File: src/rtl/oric_sdram_bridge.sv
// oric_sdram_bridge
//   Bridges the Oric CPU RAM strobes (clk_24 side, resynchronised here) onto the
//   SDRAM port1 toggle handshake in the clk_sys (72 MHz) domain. Each new CPU
//   access becomes one request toggle. A one-deep pending slot absorbs accesses
//   that arrive while a request is in flight. A watchdog aborts a request whose
//   ack never comes back.
//
//   Optional build macro: ORIC_BRIDGE_WP_EN. It adds parameters WP_BASE/WP_TOP.
//   Writes whose address falls in [WP_BASE, WP_TOP] are dropped silently.
//
// Ports
//   clk_sys      in   system clock (same as SDRAM clock)
//   reset        in   asynchronous, active-high
//   ram_ad/ram_d in   CPU byte address / write data
//   ram_cs/oe/we in   CPU chip select, read strobe, write strobe
//   ram_q        out  read byte to the CPU; 0 while the synced chip select is low
//   busy         out  a request is outstanding or pending
//   timeout_err  out  sticky; set when an ack never arrived
//   port1_req    out  SDRAM request toggle
//   port1_ack    in   SDRAM ack toggle; the request is complete when ack == req
//   port1_a/ds/we/d   out  latched address, byte enables, write flag, {d,d}
//   port1_q      in   SDRAM read word
module oric_sdram_bridge #(
    parameter int unsigned SYNC_STAGES = 2,
    parameter int unsigned TIMEOUT     = 255
`ifdef ORIC_BRIDGE_WP_EN
    ,
    parameter logic [15:0] WP_BASE = 16'hC000,
    parameter logic [15:0] WP_TOP  = 16'hFFFF
`endif
) (
    input  logic        clk_sys,
    input  logic        reset,
    input  logic [15:0] ram_ad,
    input  logic [7:0]  ram_d,
    input  logic        ram_cs,
    input  logic        ram_oe,
    input  logic        ram_we,
    output logic [7:0]  ram_q,
    output logic        busy,
    output logic        timeout_err,
    output logic        port1_req,
    input  logic        port1_ack,
    output logic [15:0] port1_a,
    output logic [1:0]  port1_ds,
    output logic        port1_we,
    output logic [15:0] port1_d,
    input  logic [15:0] port1_q
);

    // Synchroniser word layout: {cs, oe, we, ad[15:0], d[7:0]}
    localparam int unsigned SW       = 27;
    localparam int unsigned TMR_W    = 8;
    localparam logic [TMR_W-1:0] TMO_LAST = TMR_W'(TIMEOUT - 1);

    localparam logic [1:0] ST_IDLE = 2'd0;
    localparam logic [1:0] ST_WAIT = 2'd1;
    localparam logic [1:0] ST_DONE = 2'd2;

    // ---------------------------------------------------------------
    // Input synchroniser
    // ---------------------------------------------------------------
    logic [SW-1:0] sync_q [SYNC_STAGES];
    logic [SW-1:0] sync_in;
    logic [SW-1:0] s_word;
    logic          s_cs;
    logic          s_oe;
    logic          s_we;
    logic [15:0]   s_ad;
    logic [7:0]    s_d;
    logic          cs_pre;

    assign sync_in = {ram_cs, ram_oe, ram_we, ram_ad, ram_d};
    assign s_word  = sync_q[SYNC_STAGES-1];
    assign s_cs    = s_word[26];
    assign s_oe    = s_word[25];
    assign s_we    = s_word[24];
    assign s_ad    = s_word[23:8];
    assign s_d     = s_word[7:0];

    // cs value the last sync stage will hold after the next edge; lets ram_q stay registered
    generate
        if (SYNC_STAGES > 1) begin : g_cs_pre
            assign cs_pre = sync_q[SYNC_STAGES-2][26];
        end else begin : g_cs_pre_direct
            assign cs_pre = ram_cs;
        end
    endgenerate

    always_ff @(posedge clk_sys or posedge reset) begin
        if (reset) begin
            for (int i = 0; i < int'(SYNC_STAGES); i++) begin
                sync_q[i] <= '0;
            end
        end else begin
            sync_q[0] <= sync_in;
            for (int i = 1; i < int'(SYNC_STAGES); i++) begin
                sync_q[i] <= sync_q[i-1];
            end
        end
    end

    // ---------------------------------------------------------------
    // Access detection
    // ---------------------------------------------------------------
    logic        rd_now;
    logic        wr_now;
    logic        rd_prev_q;
    logic        wr_prev_q;
    logic [15:0] ad_prev_q;
    logic        trig_raw;
    logic        wp_hit;
    logic        trig;

    assign rd_now   = s_cs & s_oe;
    assign wr_now   = s_cs & s_we;
    // A read that stays selected while the address moves is a new access
    assign trig_raw = (rd_now & ~rd_prev_q) | (wr_now & ~wr_prev_q) |
                      (rd_now & (s_ad != ad_prev_q));

`ifdef ORIC_BRIDGE_WP_EN
    assign wp_hit = wr_now & (s_ad >= WP_BASE) & (s_ad <= WP_TOP);
`else
    assign wp_hit = 1'b0;
`endif

    assign trig = trig_raw & ~wp_hit;

    always_ff @(posedge clk_sys or posedge reset) begin
        if (reset) begin
            rd_prev_q <= 1'b0;
            wr_prev_q <= 1'b0;
            ad_prev_q <= '0;
        end else begin
            rd_prev_q <= rd_now;
            wr_prev_q <= wr_now;
            ad_prev_q <= s_ad;
        end
    end

    // ---------------------------------------------------------------
    // Request FSM, pending slot and output registers
    // ---------------------------------------------------------------
    logic [1:0]       state_q,   state_d;
    logic             req_q,     req_d;
    logic [15:0]      a_q,       a_d;
    logic [1:0]       ds_q,      ds_d;
    logic             we_q,      we_d;
    logic [15:0]      pd_q,      pd_d;
    logic [TMR_W-1:0] timer_q,   timer_d;
    logic             terr_q,    terr_d;
    logic [7:0]       rdata_q,   rdata_d;
    logic [7:0]       ramq_q,    ramq_d;
    logic             busy_q,    busy_d;
    logic             pend_v_q,  pend_v_d;
    logic [15:0]      pend_ad_q, pend_ad_d;
    logic [7:0]       pend_d_q,  pend_d_d;
    logic             pend_we_q, pend_we_d;

    logic             take_pend;
    logic             take_trig;
    logic             abort;
    logic [15:0]      iss_ad;
    logic [7:0]       iss_d;
    logic             iss_we;

    always_comb begin
        state_d   = state_q;
        req_d     = req_q;
        a_d       = a_q;
        ds_d      = ds_q;
        we_d      = we_q;
        pd_d      = pd_q;
        timer_d   = timer_q;
        terr_d    = terr_q;
        rdata_d   = rdata_q;
        pend_v_d  = pend_v_q;
        pend_ad_d = pend_ad_q;
        pend_d_d  = pend_d_q;
        pend_we_d = pend_we_q;
        take_pend = 1'b0;
        take_trig = 1'b0;
        abort     = 1'b0;
        iss_ad    = s_ad;
        iss_d     = s_d;
        iss_we    = wr_now;

        case (state_q)
            ST_IDLE: begin
                if (pend_v_q) begin
                    take_pend = 1'b1;
                end else if (trig) begin
                    take_trig = 1'b1;
                end
            end
            ST_WAIT: begin
                if (port1_ack == req_q) begin
                    if (!we_q) begin
                        rdata_d = a_q[0] ? port1_q[15:8] : port1_q[7:0];
                    end
                    state_d = ST_DONE;
                end else if (timer_q == TMO_LAST) begin
                    // req stays toggled; the late ack realigns the handshake
                    abort   = 1'b1;
                    terr_d  = 1'b1;
                    state_d = ST_IDLE;
                end else begin
                    timer_d = timer_q + TMR_W'(1);
                end
            end
            ST_DONE: begin
                if (pend_v_q) begin
                    take_pend = 1'b1;
                end else begin
                    state_d = ST_IDLE;
                end
            end
            default: begin
                state_d = ST_IDLE;
            end
        endcase

        if (take_pend) begin
            iss_ad   = pend_ad_q;
            iss_d    = pend_d_q;
            iss_we   = pend_we_q;
            pend_v_d = 1'b0;
        end

        // Launch: latch descriptor onto port1 and flip the request toggle
        if (take_pend || take_trig) begin
            a_d     = iss_ad;
            ds_d    = iss_we ? (iss_ad[0] ? 2'b10 : 2'b01) : 2'b11;
            we_d    = iss_we;
            pd_d    = {iss_d, iss_d};
            req_d   = ~req_q;
            timer_d = '0;
            state_d = ST_WAIT;
        end

        // Any trigger not launched directly lands in the slot (last one wins)
        if (abort) begin
            pend_v_d = 1'b0;
        end else if (trig && !take_trig) begin
            pend_v_d  = 1'b1;
            pend_ad_d = s_ad;
            pend_d_d  = s_d;
            pend_we_d = wr_now;
        end
    end

    assign busy_d = (state_d != ST_IDLE) | pend_v_d;
    assign ramq_d = cs_pre ? rdata_d : 8'h00;

    always_ff @(posedge clk_sys or posedge reset) begin
        if (reset) begin
            state_q   <= ST_IDLE;
            req_q     <= 1'b0;
            a_q       <= '0;
            ds_q      <= 2'b11;
            we_q      <= 1'b0;
            pd_q      <= '0;
            timer_q   <= '0;
            terr_q    <= 1'b0;
            rdata_q   <= '0;
            ramq_q    <= '0;
            busy_q    <= 1'b0;
            pend_v_q  <= 1'b0;
            pend_ad_q <= '0;
            pend_d_q  <= '0;
            pend_we_q <= 1'b0;
        end else begin
            state_q   <= state_d;
            req_q     <= req_d;
            a_q       <= a_d;
            ds_q      <= ds_d;
            we_q      <= we_d;
            pd_q      <= pd_d;
            timer_q   <= timer_d;
            terr_q    <= terr_d;
            rdata_q   <= rdata_d;
            ramq_q    <= ramq_d;
            busy_q    <= busy_d;
            pend_v_q  <= pend_v_d;
            pend_ad_q <= pend_ad_d;
            pend_d_q  <= pend_d_d;
            pend_we_q <= pend_we_d;
        end
    end

    assign ram_q       = ramq_q;
    assign busy        = busy_q;
    assign timeout_err = terr_q;
    assign port1_req   = req_q;
    assign port1_a     = a_q;
    assign port1_ds    = ds_q;
    assign port1_we    = we_q;
    assign port1_d     = pd_q;

endmodule

File: config.mk
export PLATFORM = sky130hd
export DESIGN_NAME = oric_sdram_bridge
export DESIGN_NICKNAME = d
export VERILOG_FILES = /design/src/rtl/oric_sdram_bridge.sv
export SDC_FILE = /design/constraint.sdc
export NUM_CORES = 1
export LEC_CHECK = 0
export CAP_MARGIN = 15
export CORE_UTILIZATION = 53
export CTS_CLUSTER_DIAMETER = 50
export DETAILED_ROUTE_END_ITERATION = 8
export PLACE_DENSITY = 0.82
export SYNTH_ARGS = -nofsm -noshare
export SYNTH_HDL_FRONTEND = slang
export SYNTH_SLANG_ARGS = --single-unit
File: constraint.sdc
create_clock -name clk_sys -period 6.1 [get_ports clk_sys]
set_input_delay 1.22 -clock clk_sys [delete_from_list [all_inputs] [get_ports clk_sys]]
set_output_delay 1.22 -clock clk_sys [all_outputs]
set_load 0.005 [all_outputs]
# Word level (Yosys, flattened, before mapping)
# Index checks and enable logic that the tools add are counted.
op_classes:
  magnitude_cmp: 0
  shift: 0
  n_mul: 0
  reduce_logical: 10
  addsub: 1
  bitwise: 13
  n_div: 0
  muxes: 30
  eq_ne: 7
ops:
  columns: ["op", "count"]
  rows:
  - ["$mux 8", 10]
  - ["$mux 16", 1]
  - ["$ne 16x16->1", 1]
  - ["$mux 1", 12]
  - ["$mux 2", 6]
  - ["$add 8x1->8 const B", 1]
  - ["$eq 8x8->1 const B", 1]
  - ["$pmux 2 s3", 1]
  - ["$reduce_and 3->1", 2]
  - ["$and 1x1->1", 5]
  - ["$not 1->1", 5]
  - ["$ne 2x1->1 const B", 2]
  - ["$reduce_bool 2->1", 2]
  - ["$or 1x1->1", 3]
  - ["$eq 2x1->1 const B", 1]
  - ["$eq 2x2->1 const B", 1]
  - ["$logic_not 2->1", 1]
  - ["$reduce_and 2->1", 1]
  - ["$reduce_or 2->1", 1]
  - ["$eq 1x1->1", 1]
  - ["$logic_and 1x1->1", 1]
  - ["$logic_not 1->1", 1]
  - ["$logic_or 1x1->1", 1]
totals:
  romBits: 0
  latchBits: 0
  inputBits: 46
  mem_count: 0
  mem_bits_rw: 0
  word_cells: 81
  ff_bits: 162
  out_inout_bits: 46

# Longest topological paths before layout
depth:
  depth_word: 12
  ltp_mapped: 9
  ltp_nobuf: 8

# Worst setup path before layout
# OpenSTA, ideal clock, no wires.
synth_timing:
  kind: "input to register"
  start: "in port1_ack"
  end: "reg pend_ad_q[0]"
  slack_ps: 3535
  path_buffers: 2
  cell_stages: 6
  arrival_ps: 2440
  setup_time_ps: 125
  required_time_ps: 5975
  cell_sequence: "xnor2_1 nor3_1 or3_1 buf_6 buf_12 mux2_4"
synth_via:
  elab_chain_cells: 5
synth_rtl:
  columns: ["item", "line_no", "source"]
  rows:
  - ["start: declaration", "43", "input logic port1_ack,"]
  - ["$eq 1x1->1", "197", "if (port1_ack == req_q) begin"]
  - ["$mux 1", "197", null]
  - ["$mux 1", "188", "case (state_q)"]
  - ["$not 1->1 (no source line)", null, null]
  - ["$reduce_and 2->1 (no source line)", null, null]
  - ["end signal: assignment", "285", "pend_ad_q <= pend_ad_d;"]
  - ["end: declaration", "156", "logic [15:0] pend_ad_q, pend_ad_d;"]
# Every way passes these cells.
# A chain may end at the register's enable or synchronous reset.

# Worst setup path in the final report
layout_timing:
  start: "reg a_q[0] (netlist: port1_a[0])"
  end: "out port1_a[0]"
layout_rtl:
  columns: ["item", "line_no", "source"]
  rows:
  - ["start: declaration", "146", "logic [15:0] a_q, a_d;"]
  - ["start signal: assignment", "259", "a_q <= '0;"]
  - ["start signal: assignment", "275", "a_q <= a_d;"]
  - ["end: declaration", "44", "output logic [15:0] port1_a,"]
# No word-level cell between the ends.

==> results.yml <==
run_status:
  outcome: "completed"
yosys:
  synth_enable_flop_cells: 0
  synth.yosys.seq_area_share_pct: 67.22
  postSynth.topFlopCell: "sky130_fd_sc_hd__dfrtp_1"
  async_reset_ff_share_pct: 100.0
  yosysWarningCount: 0
  syn_area_per_cell_um2: 13.22
  synthesis.area_um2: 5737
  netlist_instances: 434
  syn_nets: 482
  yosysUniqueCellTypes: 40
  number_of_register_bits_inferred_by_synthesis: 154
hold_path:
  number_of_cells_on_the_worst_hold_path: 0
  min_from: "sync_q[50]"
  worst_hold_path.endpoint: "s_word[23]"
  hold_class: "reg2reg"
routing:
  route.vias.total: 3765
  post-route-drc-count: 0
  routed_via_density: 5.628
  dr.first_iter.drc_count: 209
  final_antenna_net_count: 0
  drt-wirelength-per-cell_um: 18.28
  route.final.wire_length_mm: 12.23
  drt-pass1-iter-count: 5
clock_network:
  post_cts_resized: 0
  buffers_inserted_during_post_cts_setup_optimization: 0
  clk-insertion-delay-late_ns: 0.53
  clk_transition_reported_paths_ns: 0.06
  cts-root-to-sink-buffers: 2
  tritoncts: "yes"
  clock_sink_count: 154
  cts_hold_repair.buffers: 0
  number_of_clock_buffers_inserted_by_tritoncts: 17
  clock-root-buffer: "sky130_fd_sc_hd__clkbuf_8"
  ctsHtreeMaxLevel: 4
setup_path:
  crit_fanout: 10
  critical-path-slowest-cell: "sky130_fd_sc_hd__dfrtp_1"
  cp_cell_sequence: "clkdlybuf4s50_1"
  r2r-start: "s_word[9]"
  critPathArrivalTime_ns: 1.84
  nature_of_the_critical_path_startpoint: "flop"
  critical_path_class: "reg2out"
  end_kind: "output port"
  regToRegEndpoint: "pend_ad_q[11]"
  timing.critical_path.slowest_cell_delay_ns: 0.70
  cp.required_ns: 4.88
  critPathBufInv: 1
  worst-r2r-cell-count: 7
  critical_path.top_delay_family: "flip-flops"
  cp_num_cells: 1
  worst-r2r-setup-slack_ns: 3.10
timing:
  finalCritPeriodShare_pct: 50.11
  achievable-frequency_mhz: 327.1
  report.final.setup_viol: 0
  finalCriticalPeriod_ns: 3.057
  final-max-slew-violation-count: 0
  final-hold-violation-count: 0
  worst_slew_pin_slew_ns: 1.181
  total_negative_setup_slacks_ns: 0
  whs_ns: 0.3489
  finalWorstSetupSlack_ns: 3.043
  slew_headroom_pct: 21.24
  fin_worst_skew_ns: 0.007715
  rsz0062_at_grt: "no"
floorplan:
  fp.coreArea_um2: 10420
  floorplan.die.width_um: 106.0
  io_pins: 92
  floorplan.die.height_um: 106.0
  start_util_pct: 55.08
  floorplan.die_area_um2: 11240
  placement_rows: 37
power:
  power_density_nw_per_um2: 501.5
  worst_ir_drop_vdd_v: 0.0002690
  pwr_total_mw: 3.658
  cellLeakagePower_nw: 3.157
place:
  port-buffer-count: 91
  globalplace.congestion: 0.7265
  placement.cell_area_um2: 6674
  detailed_place_hpwl_mm: 7.046
  preCtsSetupSlack_ns: 2.840
cells_and_area:
  synthToLayoutAreaGrowth_pct: 27.13
  antenna_cells: 0
  finish.instance_area_um2: 7293
  finish.net_count: 568
  drive_above_1_share_pct: 14.07
  layout_commonest_cell: "sky130_fd_sc_hd__dfrtp_1"
  final_cell_mix: "152 x sky130_fd_sc_hd__dfrtp_1, 91 x sky130_fd_sc_hd__clkdlybuf4s50_1, 38 x sky130_fd_sc_hd__nor2_1, 37 x sky130_fd_sc_hd__a21oi_1, 27 x sky130_fd_sc_hd__o21ai_0"
global_route:
  global_route_wire_length_before_repair_mm: 19.84
  antenna_found_initial: 0
  grt_overflow: 0
  grt_pass1_vias: 3974
  globalRouteTotalUtil_pct: 23.37
  maximum_number_of_pins_on_one_net_before_global_route_repair: 117
flow_run:
  cap_viol_max_count: 0
[synth_stat cells, drive strengths merged, types with 4 or more instances]
cell	number	share of area, %
a21oi	37	3.2
a31oi	25	2.7
and2	9	0.98
buf	16	2.3
clkbuf	14	0.92
dfrtp	152	66
mux2	25	6.2
mux2i	8	1.4
nand2	6	0.39
nand4	4	0.44
nor2	39	2.6
nor2b	4	0.44
nor3	11	0.96
o21ai	28	2.6
xnor2	16	2.4
xor2	10	1.5
[sequential cells by signal (all words and copies together), names as in the netlist, 2 cells and up]
register / cells
port1_a: 16
port1_d: 8
s_word: 27
rdata_q: 8
timer_q: 8
pend_d_q: 8
port1_ds: 2
ad_prev_q: 16
pend_ad_q: 16
state_q: 2
ram_q: 8
sync_q: 26
[worst max path at each step]
stage	startpoint	to	slack, ns
2_1_floorplan	reset	ad_prev_q[0]	0.73
3_3_place_gp	port1_ack	pend_ad_q[13]	2.86
3_5_place_dp	port1_ack	pend_ad_q[11]	2.84
4_1_cts	port1_a[0]	port1_a[0]	3.02
5_1_grt	s_word[12]	pend_ad_q[12]	2.94
6_report	port1_a[0]	port1_a[0]	3.04
[cell type report]
class | count | area, um2
fillers | 687 | 3123
multi-input cells | 247 | 1690
flip-flops and latches | 154 | 3856
clock buffers | 18 | 427.9
well taps | 136 | 170.2
repair buffers | 97 | 983.4
inverters | 3 | 16.27
clock inverters | 14 | 148.9
[metrics by stage]
stage	cells	util, %
after floorplan	434	-
after global placement	635	64.07
after detailed placement	635	64.07
after CTS	667	69.61
after global routing	669	70.02
final	669	70.02
[power breakdown]
group / switching [mW] / internal (mW) / total (mW)
Combinational: 0.526 / 0.615 / 1.14
Sequential: 0.191 / 1.30 / 1.50
Clock: 0.452 / 0.569 / 1.02
Total: 1.17 / 2.49 / 3.66
[logic make-up (layout without fill, tap and decap cells)]
kind of cell	count (synthesis)	in the layout	share of synthesized area (%)
AO/OA/AOI/OAI	98	98	9.837
XOR/XNOR	26	26	3.969
adder cells (fa/ha/maj)	2	2	0.4361
buffers and inverters	33	132	3.402
flip-flops	154	154	67.22
multiplexers	33	33	7.612
AND/OR/NAND/NOR	88	88	7.524
[per-layer routing]
metal,vias up,GRT usage [%],part of all wire (%)
met5,-,0,0
met4,0,6.944,1.5
met3,24,7.909,7.0
met2,143,39.31,52
met1,1933,28.71,40
li1,1665,-,-
No activity file was read; power rests on OpenSTA's default activity.
